===== src/rtl/flappy_pkg.sv =====
// Shared definitions for the game control slice: FSM state encoding and
// default playfield geometry used by the hit checkers and the state control.
package flappy_pkg;

   typedef enum logic [1:0] {
      IDLE = 2'd0,
      PLAY = 2'd1,
      HIT  = 2'd2,
      OVER = 2'd3
   } state_t;

   localparam int unsigned TUBE_W_DEF   = 60;
   localparam int unsigned GAP_HALF_DEF = 50;
   localparam logic [9:0]  GROUND_Y_DEF = 10'd440;

endpackage


===== src/rtl/game_state_ctrl_if.sv =====
// Signal bundle between the tube/bird stage (master) and game_state_ctrl
// (slave): bird and tube positions plus score in, game status out.
interface game_state_ctrl_if;

   logic       flap;
   logic [9:0] bird_y;
   logic [9:0] tube1_x_pos;
   logic [9:0] tube2_x_pos;
   logic [9:0] tube3_x_pos;
   logic [9:0] tube1_y_pos;
   logic [9:0] tube2_y_pos;
   logic [9:0] tube3_y_pos;
   logic [7:0] score;
   logic       game_end;
   logic [1:0] state;
   logic       restart;
   logic [7:0] best_score;
   logic       new_best;

   modport master (
      output flap, bird_y,
      output tube1_x_pos, tube2_x_pos, tube3_x_pos,
      output tube1_y_pos, tube2_y_pos, tube3_y_pos,
      output score,
      input  game_end, state, restart, best_score, new_best
   );

   modport slave (
      input  flap, bird_y,
      input  tube1_x_pos, tube2_x_pos, tube3_x_pos,
      input  tube1_y_pos, tube2_y_pos, tube3_y_pos,
      input  score,
      output game_end, state, restart, best_score, new_best
   );

endinterface


===== src/rtl/tube_hit_check.sv =====
// Combinational collision test between the fixed-column bird box and one tube.
// All arithmetic is 11-bit unsigned; the gap test adds to both sides instead
// of subtracting GAP_HALF from tube_y so nothing can underflow.
module tube_hit_check
   import flappy_pkg::*;
#(
   parameter logic [9:0]  BIRD_X   = 10'd160,
   parameter int unsigned BIRD_W   = 20,
   parameter int unsigned BIRD_H   = 16,
   parameter int unsigned TUBE_W   = TUBE_W_DEF,
   parameter int unsigned GAP_HALF = GAP_HALF_DEF
) (
   input  logic [9:0] bird_y,
   input  logic [9:0] tube_x,
   input  logic [9:0] tube_y,
   output logic       hit
);

   logic [10:0] bird_l, bird_r, tube_l, tube_r;
   logic [10:0] bird_gap, bird_bot, gap_bot, tube_top;
   logic        horiz, vert;

   // Overlap of column ranges, then bird outside the open gap.
   always_comb begin
      bird_l   = {1'b0, BIRD_X};
      bird_r   = {1'b0, BIRD_X} + 11'(BIRD_W);
      tube_r   = {1'b0, tube_x};
      tube_l   = ({1'b0, tube_x} < 11'(TUBE_W)) ? '0 : ({1'b0, tube_x} - 11'(TUBE_W));
      bird_gap = {1'b0, bird_y} + 11'(GAP_HALF);
      bird_bot = {1'b0, bird_y} + 11'(BIRD_H);
      tube_top = {1'b0, tube_y};
      gap_bot  = {1'b0, tube_y} + 11'(GAP_HALF);
      horiz    = (bird_r >= tube_l) && (bird_l <= tube_r);
      vert     = (bird_gap < tube_top) || (bird_bot > gap_bot);
      hit      = horiz && vert;
   end

endmodule


===== src/rtl/game_state_ctrl.sv =====
// Game state control: IDLE/PLAY/HIT/OVER sequencing from flap edges and
// collisions, HIT dwell counter, restart pulse and best-score tracking.
// Build macro INVINCIBLE_EN: tube collisions ignored, only the ground ends PLAY.
module game_state_ctrl
   import flappy_pkg::*;
#(
   parameter logic [9:0]  BIRD_X    = 10'd160,
   parameter int unsigned BIRD_W    = 20,
   parameter int unsigned BIRD_H    = 16,
   parameter int unsigned TUBE_W    = TUBE_W_DEF,
   parameter int unsigned GAP_HALF  = GAP_HALF_DEF,
   parameter logic [9:0]  GROUND_Y  = GROUND_Y_DEF,
   parameter int unsigned HIT_TICKS = 10
) (
   input  logic            clk10,
   input  logic            clr,
   game_state_ctrl_if.slave bus
);

   localparam int unsigned   CW       = (HIT_TICKS > 2) ? $clog2(HIT_TICKS) : 1;
   localparam logic [CW-1:0] CNT_LOAD = CW'(HIT_TICKS - 1);

   state_t        state_q, state_nx;
   logic [CW-1:0] cnt_q, cnt_nx;
   logic [7:0]    best_q, best_nx;
   logic          new_best_q, new_best_nx;
   logic          restart_q, restart_nx;
   logic          flap_d;
   logic          flap_rise;
   logic [2:0]    tube_hit_raw, tube_hit;
   logic          ground_hit, any_hit;

   tube_hit_check #(
      .BIRD_X(BIRD_X), .BIRD_W(BIRD_W), .BIRD_H(BIRD_H),
      .TUBE_W(TUBE_W), .GAP_HALF(GAP_HALF)
   ) u_tube1 (
      .bird_y(bus.bird_y), .tube_x(bus.tube1_x_pos), .tube_y(bus.tube1_y_pos),
      .hit(tube_hit_raw[0])
   );

   tube_hit_check #(
      .BIRD_X(BIRD_X), .BIRD_W(BIRD_W), .BIRD_H(BIRD_H),
      .TUBE_W(TUBE_W), .GAP_HALF(GAP_HALF)
   ) u_tube2 (
      .bird_y(bus.bird_y), .tube_x(bus.tube2_x_pos), .tube_y(bus.tube2_y_pos),
      .hit(tube_hit_raw[1])
   );

   tube_hit_check #(
      .BIRD_X(BIRD_X), .BIRD_W(BIRD_W), .BIRD_H(BIRD_H),
      .TUBE_W(TUBE_W), .GAP_HALF(GAP_HALF)
   ) u_tube3 (
      .bird_y(bus.bird_y), .tube_x(bus.tube3_x_pos), .tube_y(bus.tube3_y_pos),
      .hit(tube_hit_raw[2])
   );

`ifdef INVINCIBLE_EN
   logic [2:0] unused_tube_hit;
   assign unused_tube_hit = tube_hit_raw;
   assign tube_hit        = '0;
`else
   assign tube_hit        = tube_hit_raw;
`endif

   assign ground_hit = ({1'b0, bus.bird_y} + 11'(BIRD_H)) >= {1'b0, GROUND_Y};
   assign any_hit    = ground_hit | (|tube_hit);
   assign flap_rise  = bus.flap & ~flap_d;

   // State, dwell counter, flap history and pulse registers.
   always_ff @(posedge clk10 or negedge clr) begin
      if (!clr) begin
         state_q    <= IDLE;
         cnt_q      <= '0;
         best_q     <= '0;
         new_best_q <= 1'b0;
         restart_q  <= 1'b0;
         flap_d     <= 1'b0;
      end else begin
         state_q    <= state_nx;
         cnt_q      <= cnt_nx;
         best_q     <= best_nx;
         new_best_q <= new_best_nx;
         restart_q  <= restart_nx;
         flap_d     <= bus.flap;
      end
   end

   // Next-state, counter, best-score and pulse decisions.
   always_comb begin
      state_nx    = state_q;
      cnt_nx      = cnt_q;
      best_nx     = best_q;
      new_best_nx = 1'b0;
      restart_nx  = 1'b0;
      case (state_q)
         IDLE: if (flap_rise) state_nx = PLAY;
         PLAY: begin
            if (any_hit) begin
               state_nx = HIT;
               cnt_nx   = CNT_LOAD;
               if (bus.score > best_q) begin
                  best_nx     = bus.score;
                  new_best_nx = 1'b1;
               end
            end
         end
         HIT: begin
            if (cnt_q == '0) state_nx = OVER;
            else             cnt_nx   = cnt_q - CW'(1);
         end
         OVER: begin
            if (flap_rise) begin
               state_nx   = IDLE;
               restart_nx = 1'b1;
            end
         end
         default: state_nx = IDLE;
      endcase
   end

   assign bus.state      = state_q;
   assign bus.game_end   = (state_q != PLAY);
   assign bus.restart    = restart_q;
   assign bus.new_best   = new_best_q;
   assign bus.best_score = best_q;

endmodule


===== src/flat_wrapper.sv =====
// flat-port wrapper written by rule: the top's interface ports become plain ports
module game_state_ctrl_flat import flappy_pkg::*;
#(
   parameter logic [9:0]  BIRD_X    = 10'd160,
   parameter int unsigned BIRD_W    = 20,
   parameter int unsigned BIRD_H    = 16,
   parameter int unsigned TUBE_W    = TUBE_W_DEF,
   parameter int unsigned GAP_HALF  = GAP_HALF_DEF,
   parameter logic [9:0]  GROUND_Y  = GROUND_Y_DEF,
   parameter int unsigned HIT_TICKS = 10
)
  (clk10, clr, bus_flap, bus_bird_y, bus_tube1_x_pos, bus_tube2_x_pos, bus_tube3_x_pos, bus_tube1_y_pos, bus_tube2_y_pos, bus_tube3_y_pos, bus_score, bus_game_end, bus_state, bus_restart, bus_best_score, bus_new_best);
  game_state_ctrl_if bus_i ();
  input  logic clk10;
  input  logic clr;
  input wire logic [$bits(bus_i.flap)-1:0] bus_flap;
  input wire logic [$bits(bus_i.bird_y)-1:0] bus_bird_y;
  input wire logic [$bits(bus_i.tube1_x_pos)-1:0] bus_tube1_x_pos;
  input wire logic [$bits(bus_i.tube2_x_pos)-1:0] bus_tube2_x_pos;
  input wire logic [$bits(bus_i.tube3_x_pos)-1:0] bus_tube3_x_pos;
  input wire logic [$bits(bus_i.tube1_y_pos)-1:0] bus_tube1_y_pos;
  input wire logic [$bits(bus_i.tube2_y_pos)-1:0] bus_tube2_y_pos;
  input wire logic [$bits(bus_i.tube3_y_pos)-1:0] bus_tube3_y_pos;
  input wire logic [$bits(bus_i.score)-1:0] bus_score;
  output wire logic [$bits(bus_i.game_end)-1:0] bus_game_end;
  output wire logic [$bits(bus_i.state)-1:0] bus_state;
  output wire logic [$bits(bus_i.restart)-1:0] bus_restart;
  output wire logic [$bits(bus_i.best_score)-1:0] bus_best_score;
  output wire logic [$bits(bus_i.new_best)-1:0] bus_new_best;
  assign bus_i.flap = bus_flap;
  assign bus_i.bird_y = bus_bird_y;
  assign bus_i.tube1_x_pos = bus_tube1_x_pos;
  assign bus_i.tube2_x_pos = bus_tube2_x_pos;
  assign bus_i.tube3_x_pos = bus_tube3_x_pos;
  assign bus_i.tube1_y_pos = bus_tube1_y_pos;
  assign bus_i.tube2_y_pos = bus_tube2_y_pos;
  assign bus_i.tube3_y_pos = bus_tube3_y_pos;
  assign bus_i.score = bus_score;
  assign bus_game_end = bus_i.game_end;
  assign bus_state = bus_i.state;
  assign bus_restart = bus_i.restart;
  assign bus_best_score = bus_i.best_score;
  assign bus_new_best = bus_i.new_best;
  game_state_ctrl #(.BIRD_X(BIRD_X), .BIRD_W(BIRD_W), .BIRD_H(BIRD_H), .TUBE_W(TUBE_W), .GAP_HALF(GAP_HALF), .GROUND_Y(GROUND_Y), .HIT_TICKS(HIT_TICKS)) u_core (.clk10(clk10), .clr(clr), .bus(bus_i));
endmodule

===== config.mk =====
export PLATFORM = sky130hd
export DESIGN_NAME = game_state_ctrl_flat
export DESIGN_NICKNAME = d
export VERILOG_FILES = /design/src/rtl/flappy_pkg.sv /design/src/rtl/game_state_ctrl_if.sv /design/src/rtl/tube_hit_check.sv /design/src/rtl/game_state_ctrl.sv /design/src/flat_wrapper.sv
export SDC_FILE = /design/constraint.sdc
export NUM_CORES = 1
export LEC_CHECK = 0
export BUFFER_PORTS_ARGS = -buffer_cell sky130_fd_sc_hd__buf_4
export CAP_MARGIN = 10
export CORE_UTILIZATION = 49
export DETAILED_ROUTE_END_ITERATION = 8
export GPL_ROUTABILITY_DRIVEN = 1
export GPL_TIMING_DRIVEN = 0
export PLACE_DENSITY = 0.78
export SLEW_MARGIN = 20
export SYNTH_ARGS = -nofsm -noshare
export SYNTH_HDL_FRONTEND = slang
export SYNTH_HIERARCHICAL = 1
export SYNTH_SLANG_ARGS = --single-unit
export TNS_END_PERCENT = 5

===== constraint.sdc =====
create_clock -name clk10 -period 2.8 [get_ports clk10]
set_clock_uncertainty 0.2 [all_clocks]
set_input_delay 0.84 -clock clk10 [delete_from_list [all_inputs] [get_ports clk10]]
set_output_delay 0.84 -clock clk10 [all_outputs]
set_load 0.01 [all_outputs]

==> results.yml <==
synthesis:
  synth_simple_gate_area_frac: 0.182
  ys_seq_area_frac: 0.101
  synth-xor-area-share: 0.133
  synth_top_family_by_area: "adder cells"
  synth_area_um2: 4220
  synth_fa_ha_area_frac: 0.288
  synth_compound_gate_area_share: 0.194
  synthCells: 514
  ys.warnings.count: 6
  synth_flop_cell: "dfrtp_1"
  ys_types: 52
  ys_seq_elements: 17
  synth_edf_count: 0
  async_flop_share: 1.00
  syn_avg_cell_area_um2: 8.21
  synth_nets: 692
  synth_mux_area_frac: 0.0314
die:
  pin_count: 94
  rows: 33
  die_x_um: 94.8
  initial_core_util: 0.511
  core-area_um2: 8260
  dieHeight_um: 94.8
  die-area_um2: 8980
power:
  pwr-share-seq: 0.190
  p_leak_uw: 0.00291
  p_comb_frac: 0.725
  pwr-share-clk: 0.085
  power_per_cell_area_nw_per_um2: 400
  ir_drop_uv: 250
  p_int_uw: 1350
  swShare: 0.418
  p_switching_uw: 972
final_layout:
  fin_cells: 744
  drive_gt1_frac: 0.324
  syn_to_final_growth_pct: 37.9
  num_antenna_cells: 0
  fin_nets: 818
  fill_cells: 640
clock_network:
  clk_pin_slew_ns: 0.07
  clock_sinks: 17
  clk_latency_ns: 0.26
  cts.path.max_buffers: 2
  numCtsBuffers: 3
  htreeDepth: 1
  cts_root_buf: "clkbuf_8"
  cts_tree: "yes"
setup_path:
  crit_arrival_ns: 3.88
  end_kind: "flop"
  worstPathRequired_ns: 2.75
  critPathKind: "primary input to flop"
  start_kind: "primary input"
  critical_path.max_fanout: 6
sta:
  timing.hold.ws_ns: 0.234
  fmax_mhz: 255
  setup_ws_ns: -1.13
  fin_tns_setup_ns: -15.59
  period_minus_slack_ns: 3.93
  finalCritPeriodShare: 1.40
  hold_viol: 0
  rsz0062_at_grt: "yes"
  maxSlewViolCount: 0
  maxSlewHeadroom: 0.675
  setup_viol: 15
  worst_pin_slew_ns: 0.483
grt:
  grt_max_degree: 21
  grt_pass1_wl_um: 17300
  grtUsageTotal: 0.233
  grt_pass1_vias: 4089
  antenna_found_initial: 0
  gr-total-overflow: 0
min_path:
  hold_class: "primary input to async pin"
place:
  gp_congestion: 0.864
  pre_cts_slack_ns: -1.55
  dp_hpwl_um: 8130
  dp_cells: 709
  port_buffers: 90
route:
  first_pass_iters: 4
  drt_iter0_drc: 143
  ant_nets: 0
  wirelength_um: 11100
  drcViolationCount: 0
  routed-via-count: 4162
  routedWlPerCell_um: 14.9
  vias_per_cell: 5.59
run:
  drv_cap: 0
outcome:
  violations: "negative setup slack"
  status: "finished with violations"
final cells by class:
class                           count  area, um^2  area share
Sequential cell                    17         425      0.0731
Timing Repair Buffer              121        1020       0.176
Clock buffer                        3        41.3     0.00710
Inverter                           68         260      0.0448
Tap cell                          105         131      0.0226
Multi-Input combinational cell    420        3840       0.660
Buffer                              9        87.6      0.0151
Clock inverter                      1        7.51     0.00129
power by group through the flow:
stage	sequential [uW]	combinational (uW)	clock (uW)
floorplan	466	942	0
global placement	441	1380	0
detailed placement	443	1440	0
CTS	442	1600	203
global route	459	1860	212
finish	441	1690	197
cell usage in the layout, fill, tap and decap left out, types with 6 or more instances in the layout:
cell	netlist	routed
buf_6	0	6
xnor2_2	0	6
dfrtp_1	17	17
o21ai_0	6	6
ha_1	97	90
xor2_1	12	12
a211oi_1	8	7
a21o_1	15	15
nor2_1	22	22
a21oi_1	15	8
buf_4	0	108
mux2_4	0	10
buf_8	0	7
xnor2_1	52	46
o21a_1	9	9
nand4_1	23	23
nand2_2	0	7
inv_1	68	66
and3_1	9	6
nand2_1	29	21
nand3_1	38	33
nor3_1	8	6
sequential cells by signal (all words and copies together), names as in the netlist:
| signal | count |
|---|---|
| u_core/bus.best_score | 8 |
| u_core/flap_d | 1 |
| u_core/bus.new_best | 1 |
| u_core/bus.state | 2 |
| u_core/bus.restart | 1 |
| u_core/cnt_q | 4 |
synth_stat cells (4+ instances only):
cell type | n | area [um^2]
nand4_1 | 23 | 144
inv_1 | 68 | 255
a21oi_1 | 15 | 75.1
nor2_1 | 22 | 82.6
nor3_1 | 8 | 40.0
a211oi_1 | 8 | 60.1
dfrtp_1 | 17 | 425
o21a_1 | 9 | 67.6
xnor2_1 | 52 | 455
a21o_1 | 15 | 113
xor2_1 | 12 | 105
mux2_2 | 9 | 101
nand3_1 | 38 | 190
and3_1 | 9 | 56.3
nand2b_1 | 4 | 25.0
o41ai_1 | 6 | 52.6
o21ai_0 | 6 | 30.0
ha_1 | 97 | 1210
nand2_1 | 29 | 109
o31ai_1 | 4 | 30.0
stage by stage:
step	instance area [um^2]	power [uW]	util
floorplan	4350	1410	-
global placement	5160	1820	0.625
detailed placement	5160	1880	0.625
CTS	5540	2240	0.671
global route	5820	2530	0.704
finish	5820	2320	0.704
critical path, cell delays in order:
cell and delay [ns]:
buf_8 0.10, ha_4 0.16, a21oi_4 0.17, nand2_2 0.09
nand2_2 0.10, xnor2_2 0.12, ha_1 0.27, and3_4 0.20
a22o_1 0.26, o41ai_4 0.37, a221oi_2 0.10, nor3_2 0.22
o21a_2 0.22, buf_6 0.13, nand3_4 0.12, nand3_4 0.11
mux2_4 0.30
final timing paths:
check                                                      from                                    to  slack [ns]  cells after the start
min                                                         clr  u_core/bus.best_score[6]$_DFFE_PN0P_        0.23                      1
max in group asynchronous                                   clr  u_core/bus.best_score[5]$_DFFE_PN0P_        1.97                      1
max reg2reg                u_core/bus.best_score[1]$_DFFE_PN0P_  u_core/bus.best_score[4]$_DFFE_PN0P_        0.43                      9
min in group clk10                      u_core/flap_d$_DFF_PN0_          u_core/bus.restart$_DFF_PN0_        0.33                      2
min reg2reg                             u_core/flap_d$_DFF_PN0_          u_core/bus.restart$_DFF_PN0_        0.33                      2
max                                          bus_tube1_y_pos[2]       u_core/bus.state[1]$_DFFE_PN0P_       -1.13                     17
per-layer routing:
metal  vias to the layer above  share of wire  GRT usage
met2                        84           0.50      0.422
li1                       2110              -          -
met4                         0          0.016     0.0606
met5                         -              0          0
met1                      1952           0.45      0.295
met3                        16          0.033     0.0161
what timing repair did:
| action | 4_1_cts | 5_1_grt |
|---|---|---|
| cloned | 1 | 0 |
| hold buffers | 0 | 0 |
| resized for setup | 36 | 41 |
| pin swaps | 25 | 21 |
| hold endpoints to repair | 0 | 0 |
| buffers inserted | 19 | 11 |
| endpoints found under the setup margin | 15 | 15 |
logic make-up after synthesis:
group,Yosys count
AO/OA/AOI/OAI,102
flip-flops,17
adder cells (fa/ha/maj),97
XOR/XNOR,64
multiplexers,12
AND/OR/NAND/NOR,145
buffers and inverters,77
Power figures use the tool's default switching activity.
